## config.mk

```make
export PLATFORM = sky130hd
export DESIGN_NAME = param_state_sequencer_flat
export DESIGN_NICKNAME = d
export VERILOG_FILES = /design/src/rtl/param_state_sequencer_if.sv /design/src/rtl/param_state_sequencer.sv /design/src/flat_wrapper.sv
export SDC_FILE = /design/constraint.sdc
export NUM_CORES = 1
export LEC_CHECK = 0
export CAP_MARGIN = 20
export CORE_ASPECT_RATIO = 1.5
export CORE_MARGIN = 8
export CORE_UTILIZATION = 30
export DETAILED_ROUTE_END_ITERATION = 10
export PLACE_DENSITY = 0.58
export SYNTH_ARGS = -nofsm -noshare
export SYNTH_HDL_FRONTEND = slang
export SYNTH_SLANG_ARGS = --single-unit
```

## constraint.sdc

```tcl
create_clock -name clk -period 1.7 [get_ports clk]
set_input_delay 0.17 -clock clk [delete_from_list [all_inputs] [get_ports clk]]
set_output_delay 0.17 -clock clk [all_outputs]
set_load 0.02 [all_outputs]
```

## src/rtl/param_state_sequencer_if.sv

```systemverilog
// Control/status bundle for param_state_sequencer: requests flow master->slave,
// registered state and flags flow back.
interface param_state_sequencer_if #(
  parameter int unsigned NUM_STATES = 5,
  parameter int unsigned CNT_W      = 8
);
  localparam int unsigned SW = (NUM_STATES > 1) ? $clog2(NUM_STATES) : 1;

  logic             i_en;
  logic             i_adv;
  logic             i_jump;
  logic [SW-1:0]    i_jump_tgt;
  logic             i_err_clr;
  logic [SW-1:0]    o_state;
  logic [CNT_W-1:0] o_dwell;
  logic             o_wrap_pulse;
  logic             o_timeout_pulse;
  logic             o_bad_jump;
  logic             o_illegal_state;
  logic             o_dwell_sat;

  modport master (
    output i_en, i_adv, i_jump, i_jump_tgt, i_err_clr,
    input  o_state, o_dwell, o_wrap_pulse, o_timeout_pulse,
           o_bad_jump, o_illegal_state, o_dwell_sat
  );

  modport slave (
    input  i_en, i_adv, i_jump, i_jump_tgt, i_err_clr,
    output o_state, o_dwell, o_wrap_pulse, o_timeout_pulse,
           o_bad_jump, o_illegal_state, o_dwell_sat
  );
endinterface

```

## src/rtl/param_state_sequencer.sv

```systemverilog
// General control-path state sequencer: advance/jump with range check, per-state dwell
// counter, optional timeout return to state 0, and recovery from corrupted state encodings.
module param_state_sequencer #(
  parameter int unsigned NUM_STATES = 5,
  parameter int unsigned CNT_W      = 8,
  parameter int unsigned TIMEOUT    = 0
) (
  input  logic                    clk,
  input  logic                    rst_n,
  param_state_sequencer_if.slave  io_bus
);
  localparam int unsigned      SW         = (NUM_STATES > 1) ? $clog2(NUM_STATES) : 1;
  localparam logic [SW:0]      NumSt      = (SW + 1)'(NUM_STATES);
  localparam logic [SW-1:0]    LastSt     = SW'(NUM_STATES - 1);
  localparam logic [CNT_W-1:0] DwellMax   = '1;
  localparam int unsigned      TimeoutM1  = (TIMEOUT == 0) ? 0 : TIMEOUT - 1;
  localparam logic [CNT_W-1:0] TimeoutCmp = CNT_W'(TimeoutM1);
  localparam bit               TimeoutEn  = (TIMEOUT != 0);

  logic [SW-1:0]    r_state, w_state_d;
  logic [CNT_W-1:0] r_dwell, w_dwell_d;
  logic             r_wrap, w_wrap_d;
  logic             r_tout, w_tout_d;
  logic             r_bad, w_bad_d;
  logic             r_ill, w_ill_d;
  logic             r_sat, w_sat_d;

  logic w_illegal;
  logic w_tgt_ok;
  logic w_timeout;

  // Zero-extend by one bit so the range checks stay meaningful for power-of-two state counts.
  assign w_illegal = ({1'b0, r_state} >= NumSt);
  assign w_tgt_ok  = ({1'b0, io_bus.i_jump_tgt} < NumSt);
  assign w_timeout = TimeoutEn && (r_dwell == TimeoutCmp);

  always_comb begin
    w_state_d = r_state;
    w_dwell_d = r_dwell;
    w_wrap_d  = 1'b0;
    w_tout_d  = 1'b0;
    // Clear first so a set condition later in this block overrides err_clr.
    w_bad_d   = r_bad & ~io_bus.i_err_clr;
    w_ill_d   = r_ill & ~io_bus.i_err_clr;
    w_sat_d   = r_sat & ~io_bus.i_err_clr;

    if (w_illegal) begin
      w_state_d = '0;
      w_dwell_d = '0;
      w_ill_d   = 1'b1;
    end else if (!io_bus.i_en) begin
      w_state_d = r_state;
    end else if (w_timeout) begin
      w_state_d = '0;
      w_dwell_d = '0;
      w_tout_d  = 1'b1;
    end else if (io_bus.i_jump && w_tgt_ok) begin
      w_state_d = io_bus.i_jump_tgt;
      w_dwell_d = '0;
    end else begin
      if (io_bus.i_jump) begin
        w_bad_d = 1'b1;
      end
      if (io_bus.i_adv) begin
        w_dwell_d = '0;
        if (r_state == LastSt) begin
          w_state_d = '0;
          w_wrap_d  = 1'b1;
        end else begin
          w_state_d = r_state + 1'b1;
        end
      end else begin
        if (r_dwell != DwellMax) begin
          w_dwell_d = r_dwell + 1'b1;
        end
        if (w_dwell_d == DwellMax) begin
          w_sat_d = 1'b1;
        end
      end
    end
  end

  always_ff @(posedge clk or negedge rst_n) begin
    if (!rst_n) begin
      r_state <= '0;
      r_dwell <= '0;
      r_wrap  <= 1'b0;
      r_tout  <= 1'b0;
      r_bad   <= 1'b0;
      r_ill   <= 1'b0;
      r_sat   <= 1'b0;
    end else begin
      r_state <= w_state_d;
      r_dwell <= w_dwell_d;
      r_wrap  <= w_wrap_d;
      r_tout  <= w_tout_d;
      r_bad   <= w_bad_d;
      r_ill   <= w_ill_d;
      r_sat   <= w_sat_d;
    end
  end

  assign io_bus.o_state         = r_state;
  assign io_bus.o_dwell         = r_dwell;
  assign io_bus.o_wrap_pulse    = r_wrap;
  assign io_bus.o_timeout_pulse = r_tout;
  assign io_bus.o_bad_jump      = r_bad;
  assign io_bus.o_illegal_state = r_ill;
  assign io_bus.o_dwell_sat     = r_sat;
endmodule

```

## src/flat_wrapper.sv

```systemverilog
// flat-port wrapper written by rule: the top's interface ports become plain ports
module param_state_sequencer_flat 
#(
  parameter int unsigned NUM_STATES = 5,
  parameter int unsigned CNT_W      = 8,
  parameter int unsigned TIMEOUT    = 0
)
  (clk, rst_n, io_bus_i_en, io_bus_i_adv, io_bus_i_jump, io_bus_i_jump_tgt, io_bus_i_err_clr, io_bus_o_state, io_bus_o_dwell, io_bus_o_wrap_pulse, io_bus_o_timeout_pulse, io_bus_o_bad_jump, io_bus_o_illegal_state, io_bus_o_dwell_sat);
  param_state_sequencer_if #(.NUM_STATES(NUM_STATES), .CNT_W(CNT_W)) io_bus_i ();
  input  logic clk;
  input  logic rst_n;
  input wire logic [$bits(io_bus_i.i_en)-1:0] io_bus_i_en;
  input wire logic [$bits(io_bus_i.i_adv)-1:0] io_bus_i_adv;
  input wire logic [$bits(io_bus_i.i_jump)-1:0] io_bus_i_jump;
  input wire logic [$bits(io_bus_i.i_jump_tgt)-1:0] io_bus_i_jump_tgt;
  input wire logic [$bits(io_bus_i.i_err_clr)-1:0] io_bus_i_err_clr;
  output wire logic [$bits(io_bus_i.o_state)-1:0] io_bus_o_state;
  output wire logic [$bits(io_bus_i.o_dwell)-1:0] io_bus_o_dwell;
  output wire logic [$bits(io_bus_i.o_wrap_pulse)-1:0] io_bus_o_wrap_pulse;
  output wire logic [$bits(io_bus_i.o_timeout_pulse)-1:0] io_bus_o_timeout_pulse;
  output wire logic [$bits(io_bus_i.o_bad_jump)-1:0] io_bus_o_bad_jump;
  output wire logic [$bits(io_bus_i.o_illegal_state)-1:0] io_bus_o_illegal_state;
  output wire logic [$bits(io_bus_i.o_dwell_sat)-1:0] io_bus_o_dwell_sat;
  assign io_bus_i.i_en = io_bus_i_en;
  assign io_bus_i.i_adv = io_bus_i_adv;
  assign io_bus_i.i_jump = io_bus_i_jump;
  assign io_bus_i.i_jump_tgt = io_bus_i_jump_tgt;
  assign io_bus_i.i_err_clr = io_bus_i_err_clr;
  assign io_bus_o_state = io_bus_i.o_state;
  assign io_bus_o_dwell = io_bus_i.o_dwell;
  assign io_bus_o_wrap_pulse = io_bus_i.o_wrap_pulse;
  assign io_bus_o_timeout_pulse = io_bus_i.o_timeout_pulse;
  assign io_bus_o_bad_jump = io_bus_i.o_bad_jump;
  assign io_bus_o_illegal_state = io_bus_i.o_illegal_state;
  assign io_bus_o_dwell_sat = io_bus_i.o_dwell_sat;
  param_state_sequencer #(.NUM_STATES(NUM_STATES), .CNT_W(CNT_W), .TIMEOUT(TIMEOUT)) u_core (.clk(clk), .rst_n(rst_n), .io_bus(io_bus_i));
endmodule
```

==> summary.md, run 1 <==
• worst skew pair latency: 0.24 ns
• Hold Violations, Final: 0
• Synth-to-Final Area Change: 44.8%
• Slowest-stage cell, CP: sky130_fd_sc_hd__dfrtp_2
• Synth async-reset ratio: 1.00
• routed via count: 1065
• Avg Inst Size Synth: 8.79 µm²
• standard-cell rows: 26
• synth top area cells: sky130_fd_sc_hd__dfrtp_1, sky130_fd_sc_hd__a21oi_1, sky130_fd_sc_hd__ha_1
• placer congestion estimate: 0.831
• nets@finish: 168
• primary flip-flop cell chosen by synthesis mapping: sky130_fd_sc_hd__dfrtp_1
• initial cell density of the core: 0.310
• final cell utilization of the core: 0.448
• CP endpoint kind: flop
• post-synthesis net count: 131
• buffer depth of the longest clock path: 2
• yosys warns: 0
• run status: finished, violations left
• total DRC errors in the routed layout: 0
• number of pins exceeding their max-slew limit in the final report: 0
• number of global-route vias before repair: 982
• Worst path max stage delay: 0.42 ns
• largest voltage drop on the vdd net: 0.410 mV
• destination of the worst register-to-register timing path: u_core.io_bus.o_dwell[3]
• Yosys top cell by area: sky130_fd_sc_hd__dfrtp_1
• Total Negative Setup Slacks: -0.0205 ns
• most frequently used cell type in the post-synthesis netlist: sky130_fd_sc_hd__dfrtp_1
• Lkg Pwr: 0.598 nW
• Global Route Usage Sum: 0.100
• CTS H-tree lvls: 1
• number of max-capacitance violations reported: 0
• number of instances in the synthesized netlist: 118
• Worst R2R Setup Slack: -0.02 ns
• number of DRC violations after detailed-routing iteration 0: 41
• FILL cells: 332
• final period utilization: 1.01
• setup ws final: -0.0205 ns
• required time of the worst setup path: 1.87 ns
• EDFF count, synth: 0
• # diodes: 0
• largest net degree at the start of global routing: 16
• critical setup path kind: flop to flop
• class of the tightest hold or removal check: primary input to asynchronous set/reset pin
• power after layout: 1.54 mW
• sequential cell area fraction in the yosys report: 0.362
• leftover overflow at the end of global routing: 0
• average vias per placed instance: 5.43
• vertical extent of the die: 88.0 µm
• cell chain of the critical path: ha_4, o31a_1, a2111oi_4, buf_4, a41oi_2, nor2_1
• top cells by count, synth: sky130_fd_sc_hd__dfrtp_1, sky130_fd_sc_hd__a21oi_1, sky130_fd_sc_hd__inv_1
• minimum setup slack after placement: -0.0649 ns
• Die Footprint: 5630 µm²
• number of optimization iterations in the first detailed-route pass: 4
• Clk pin slew, worst setup/hold paths: 0.06 ns
• IO Port Bufs: 23
• wire length after detailed routing: 2.80 mm
• total clock buffers created by CTS: 3
• Distinct cells, synth: 39
• # hold bufs at CTS: 0
• peak clock frequency supported by timing: 581 MHz
• setup-violating endpoint count in the final report: 1
• die width: 64.0 µm
• post-detailed-route wirelength per cell: 14.3 µm
• sinks on the clock net: 15
• multi-input logic area: 637 µm²
• violated checks: negative setup slack
• number of synthesized register bits: 15
• Reg area: 379 µm²
• total power divided by cell area: 1030 nW/µm²
• CP startpoint kind: flop
• global-route wire length before repair: 4.57 mm
• clock root cell: sky130_fd_sc_hd__clkbuf_8
• CP arrival: 1.89 ns
• antenna violations before repair: 0
• CTS tree: done
• number of antenna-violating nets in the routed design: 0
• RSZ-0062 raised after global routing: yes
• post-synthesis instance area: 1040 µm²
• fraction of layout instances using a drive strength above 1: 0.221
• final critical path time including I/O delays and setup: 1.72 ns
• Detail Placement HPWL: 2.10 mm
• crit path max fanout: 9
• top-area cell type share of the netlist area: 0.362
• core region area: 3350 µm²
• Setup Skew: 0.00572 ns
• num ports: 25
• number of cells on the worst reg-to-reg path: 6
• worst reg2reg path startpoint: u_core.io_bus.o_state[0]
[flip-flops by register name (all words and copies together) (netlist names)]
name	count
u_core.io_bus.o_dwell_sat	1
u_core.io_bus.o_bad_jump	1
u_core.io_bus.o_dwell	8
u_core.io_bus.o_illegal_state	1
u_core.io_bus.o_wrap_pulse	1
u_core.io_bus.o_state	3
[where the power goes]
part | total (mW) | switching [mW] | leakage (nW) | internal, mW
clock network | 0.282 | 0.117 | 0.0228 | 0.166
registers | 0.474 | 0.0524 | 0.198 | 0.422
logic | 0.783 | 0.406 | 0.377 | 0.377
total | 1.54 | 0.575 | 0.598 | 0.965
[critical path, delay by kind of cell (launching register included)]
kind / cells / cell delay [ns]
adder cells (fa/ha/maj): 1 / 0.16
AND/OR/NAND/NOR: 1 / 0.12
flip-flops: 1 / 0.42
buffers and inverters: 1 / 0.23
AO/OA/AOI/OAI: 3 / 0.71
[metal layers]
metal | vias up | track usage | part of all wire | wire length [µm]
li1 | 519 | - | - | -
met1 | 507 | 0.118 | 0.42 | 1190
met2 | 37 | 0.162 | 0.50 | 1390
met3 | 2 | 0.0294 | 0.066 | 184
met4 | 0 | 0.0489 | 0.015 | 41
met5 | - | 0 | 0 | 0
[cell usage in the layout, fill, tap and decap left out, drive strengths merged, types with 3 or more instances in the layout]
cell type,n
a31oi,4
clkdlybuf4s50,23
clkbuf,4
dfrtp,15
a311oi,3
nand2b,3
nand2,6
inv,10
ha,4
buf,16
nor2,5
a21o,3
o21ai,9
nand4,4
a21oi,13
nand3,5
[kinds of logic after synthesis]
kind of cell               synth area share
muxes                                0.0193
buffers and inverters                0.0724
adders and majority gates            0.0483
and+or+nand+nor                       0.166
AOI/OAI and AO/OA                     0.328
DFF                                   0.362
other                               0.00362
[area by class of cell]
cell class	count	share of cell area
clock buffers	4	0.0300
well taps	42	0.0350
inverters	10	0.0250
flip-flops and latches	15	0.253
repair buffers	39	0.233
multi-input cells	86	0.424
[repair_timing]
item / 4_1_cts / 5_1_grt
buffers inserted: 0 / 1
endpoints found under the setup margin: 1 / 9
hold endpoints to repair: 0 / 0
resized for setup: 1 / 6
pin swaps: 0 / 5
cloned: 0 / 0
[how the worst max path moves through the flow]
stage | to | startpoint | slack (ns)
after floorplan | u_core.io_bus.o_dwell[2] | u_core.io_bus.o_state[1] | -0.06
after global placement | u_core.io_bus.o_dwell[3] | io_bus_i_jump_tgt[1] | -0.001
after detailed placement | u_core.io_bus.o_dwell[3] | io_bus_i_jump_tgt[1] | -0.06
after CTS | u_core.io_bus.o_dwell[3] | u_core.io_bus.o_state[0] | -0.03
after global routing | u_core.io_bus.o_dwell[3] | u_core.io_bus.o_state[1] | -0.09
final | u_core.io_bus.o_dwell[3] | u_core.io_bus.o_state[0] | -0.02
[stage by stage]
stage                     hold WS [ns]  cell area, µm²  std cells
after floorplan                 -0.126            1050        118
after global placement           0.493            1410        191
after detailed placement         0.495            1410        191
after CTS                        0.244            1460        195
after global routing             0.251            1500        196
final                            0.240            1500        196
No activity file was read; power rests on OpenSTA's default activity.
==> run 2: changes to the inputs <==
PLACE_DENSITY = 0.56   (was 0.58)
clock period = 2.1 ns   (was 1.7 ns; I/O delays follow)
==> summary.md, run 2 (synthesized netlist as in run 1, its figures left out) <==
• run status: completed, was finished, violations left
• critical setup path kind: flop to flop, unchanged
• post-detailed-route wirelength per cell: 15.8 µm, was 14.3 µm
• Worst path max stage delay: 0.42 ns, about the same
• power after layout: 1.16 mW, was 1.54 mW
• CTS resizes: 0, was 1
• number of pins exceeding their max-slew limit in the final report: 0, unchanged
• num ports: 25, unchanged
• most common cell after layout, fill and taps aside: sky130_fd_sc_hd__clkdlybuf4s50_1, unchanged
• count of placed standard cells in the final layout, fillers left out: 186, was 196
• wire length after detailed routing: 2.93 mm, was 2.80 mm
• antenna violations before repair: 0, unchanged
• Die Footprint: 5630 µm², unchanged
• required time of the worst setup path: 2.27 ns, was 1.87 ns
• average vias per placed instance: 5.64, was 5.43
• setup-violating endpoint count in the final report: 0, was 1
• final period utilization: 0.885, was 1.01
• Lkg Pwr: 0.552 nW, was 0.598 nW
• total clock buffers created by CTS: 3, unchanged
• core region area: 3350 µm², unchanged
• fraction of layout instances using a drive strength above 1: 0.0903, was 0.221
• RSZ-0062 raised after global routing: no, was yes
• transition time at the pin with the least slew margin: 0.696 ns
• die width: 64.0 µm, unchanged
• cell-internal power: 718 µW, was 965 µW
• sinks on the clock net: 15, unchanged
• clock root cell: sky130_fd_sc_hd__clkbuf_8, unchanged
• initial cell density of the core: 0.310, unchanged
• IO Port Bufs: 23, unchanged
• share of power burned in combinational logic: 0.471, was 0.509
• number of DRC violations after detailed-routing iteration 0: 35, was 41
• Hold Violations, Final: 0, unchanged
• Synth-to-Final Area Change: 32.3%, was 44.8%
• Detail Placement HPWL: 2.31 mm, was 2.10 mm
• worst reg2reg path startpoint: u_core.io_bus.o_state[0], unchanged
• multi-input logic area: 587 µm², was 637 µm²
• destination of the worst register-to-register timing path: u_core.io_bus.o_dwell[2], was u_core.io_bus.o_dwell[3]
• Slowest-stage cell, CP: sky130_fd_sc_hd__a2111oi_4, was sky130_fd_sc_hd__dfrtp_2
• number of max-capacitance violations reported: 0, unchanged
• CP Launch Point: u_core.io_bus.o_state[0], unchanged
• CTS tree: done, unchanged
• peak clock frequency supported by timing: 538 MHz, was 581 MHz
• vertical extent of the die: 88.0 µm, unchanged
• total power divided by cell area: 844 nW/µm², was 1030 nW/µm²
• routed via count: 1049, was 1065
• number of optimization iterations in the first detailed-route pass: 4, unchanged
• placer congestion estimate: 0.850, was 0.831
• CTS H-tree lvls: 1, unchanged
• number of global-route vias before repair: 1122, was 982
• Total Negative Setup Slacks: 0 ns, was -0.0205 ns
• # hold bufs at CTS: 0, unchanged
• net switching power figure: 440 µW, was 575 µW
• standard-cell rows: 26, unchanged
• Worst R2R Setup Slack: 0.24 ns, was -0.02 ns
• proportion of total power due to net switching: 0.380, was 0.374
• crit path max fanout: 12, was 9
• worst setup path end: u_core.io_bus.o_dwell[2], was u_core.io_bus.o_dwell[3]
• number of antenna-violating nets in the routed design: 0, unchanged
• total DRC errors in the routed layout: 0, unchanged
• top library cells by usage in the layout, fill and taps aside: sky130_fd_sc_hd__clkdlybuf4s50_1, sky130_fd_sc_hd__dfrtp_1, sky130_fd_sc_hd__a21oi_1, was sky130_fd_sc_hd__clkdlybuf4s50_1, sky130_fd_sc_hd__buf_4, sky130_fd_sc_hd__a21oi_1
• relative contribution of the clock network to total power: 0.201, was 0.183
• nets@finish: 158, was 168
• largest net degree at the start of global routing: 16, unchanged
• final critical path time including I/O delays and setup: 1.86 ns, was 1.72 ns
• number of placed instances with taps included: 182, was 191
• FILL cells: 343, was 332
• global-route wire length before repair: 4.86 mm, was 4.57 mm
• CP startpoint kind: flop, unchanged
• buffer depth of the longest clock path: 2, unchanged
• sequential share of power: 0.328, was 0.308
• largest voltage drop on the vdd net: 0.608 mV, was 0.410 mV
• CP arrival: 2.03 ns, was 1.89 ns
• Clk pin slew, worst setup/hold paths: 0.06 ns, about the same
• total setup buffers inserted after CTS: 0, unchanged
• # diodes: 0, unchanged
• CP endpoint kind: flop, unchanged
• number of cells on the worst reg-to-reg path: 6, unchanged
• class of the tightest hold or removal check: primary input to asynchronous set/reset pin, unchanged
• Setup Skew: 0.00472 ns, was 0.00572 ns
• flip-flop count of the largest register, all copies and words added: 8, unchanged
• worst skew pair latency: 0.25 ns, was 0.24 ns
• cell chain of the critical path: ha_1, o31a_1, a2111oi_4, buf_4, o21ai_1, a21oi_1, was ha_4, o31a_1, a2111oi_4, buf_4, a41oi_2, nor2_1
• post-route worst hold slack: 0.385 ns, was 0.240 ns
• Max-Slew Margin vs Limit: 0.535
• Global Route Usage Sum: 0.107, was 0.100
• leftover overflow at the end of global routing: 0, unchanged
• Reg area: 375 µm², was 379 µm²
## run 2: area by class of cell
| type | instances | share of cell area |
|---|---|---|
| multi-input combinational | 86 | 0.428 |
| tap | 42 | 0.0383 |
| clock buffer | 4 | 0.0328 |
| inverter | 10 | 0.0273 |
| sequential | 15 | 0.273 |
| timing repair buffer | 29 | 0.201 |
## run 2: worst max-delay path, delay by kind of cell, from the launching register on
kind / cells / cell delay, ns
AO/OA/AOI/OAI: 4 / 0.93
flip-flops: 1 / 0.39
buffers and inverters: 1 / 0.25
adder cells (fa/ha/maj): 1 / 0.21
## run 2: power by group through the flow
stage,sequential (mW),combinational [mW],clock [mW]
after CTS,0.381,0.552,0.242
after floorplan,0.463,0.221,0
final,0.380,0.545,0.233
after global routing,0.387,0.601,0.257
after detailed placement,0.386,0.549,0
after global placement,0.384,0.554,0
## run 2: metal layers
| metal | up-vias | track usage | wire, µm |
|---|---|---|---|
| met5 | - | 0 | 0 |
| met2 | 34 | 0.197 | 1470 |
| met4 | 0 | 0.0733 | 125 |
| met3 | 11 | 0.0179 | 144 |
| li1 | 500 | - | - |
| met1 | 504 | 0.106 | 1190 |
## run 2: worst min path at each step
stage | endpoint | cells after the start
2_1_floorplan | u_core.io_bus.o_bad_jump | 0
3_3_place_gp | u_core.io_bus.o_dwell_sat | 2
3_5_place_dp | u_core.io_bus.o_dwell_sat | 2
4_1_cts | u_core.io_bus.o_dwell[3] | 1
5_1_grt | u_core.io_bus.o_dwell[5] | 1
6_report | u_core.io_bus.o_dwell[3] | 1
## run 2: metrics by stage
step / util / setup slack, ns / area (µm²)
floorplan: - / 0.110 / 1040
global placement: 0.396 / 0.224 / 1330
detailed placement: 0.396 / 0.221 / 1330
CTS: 0.410 / 0.212 / 1370
global route: 0.410 / 0.00219 / 1370
finish: 0.410 / 0.241 / 1370
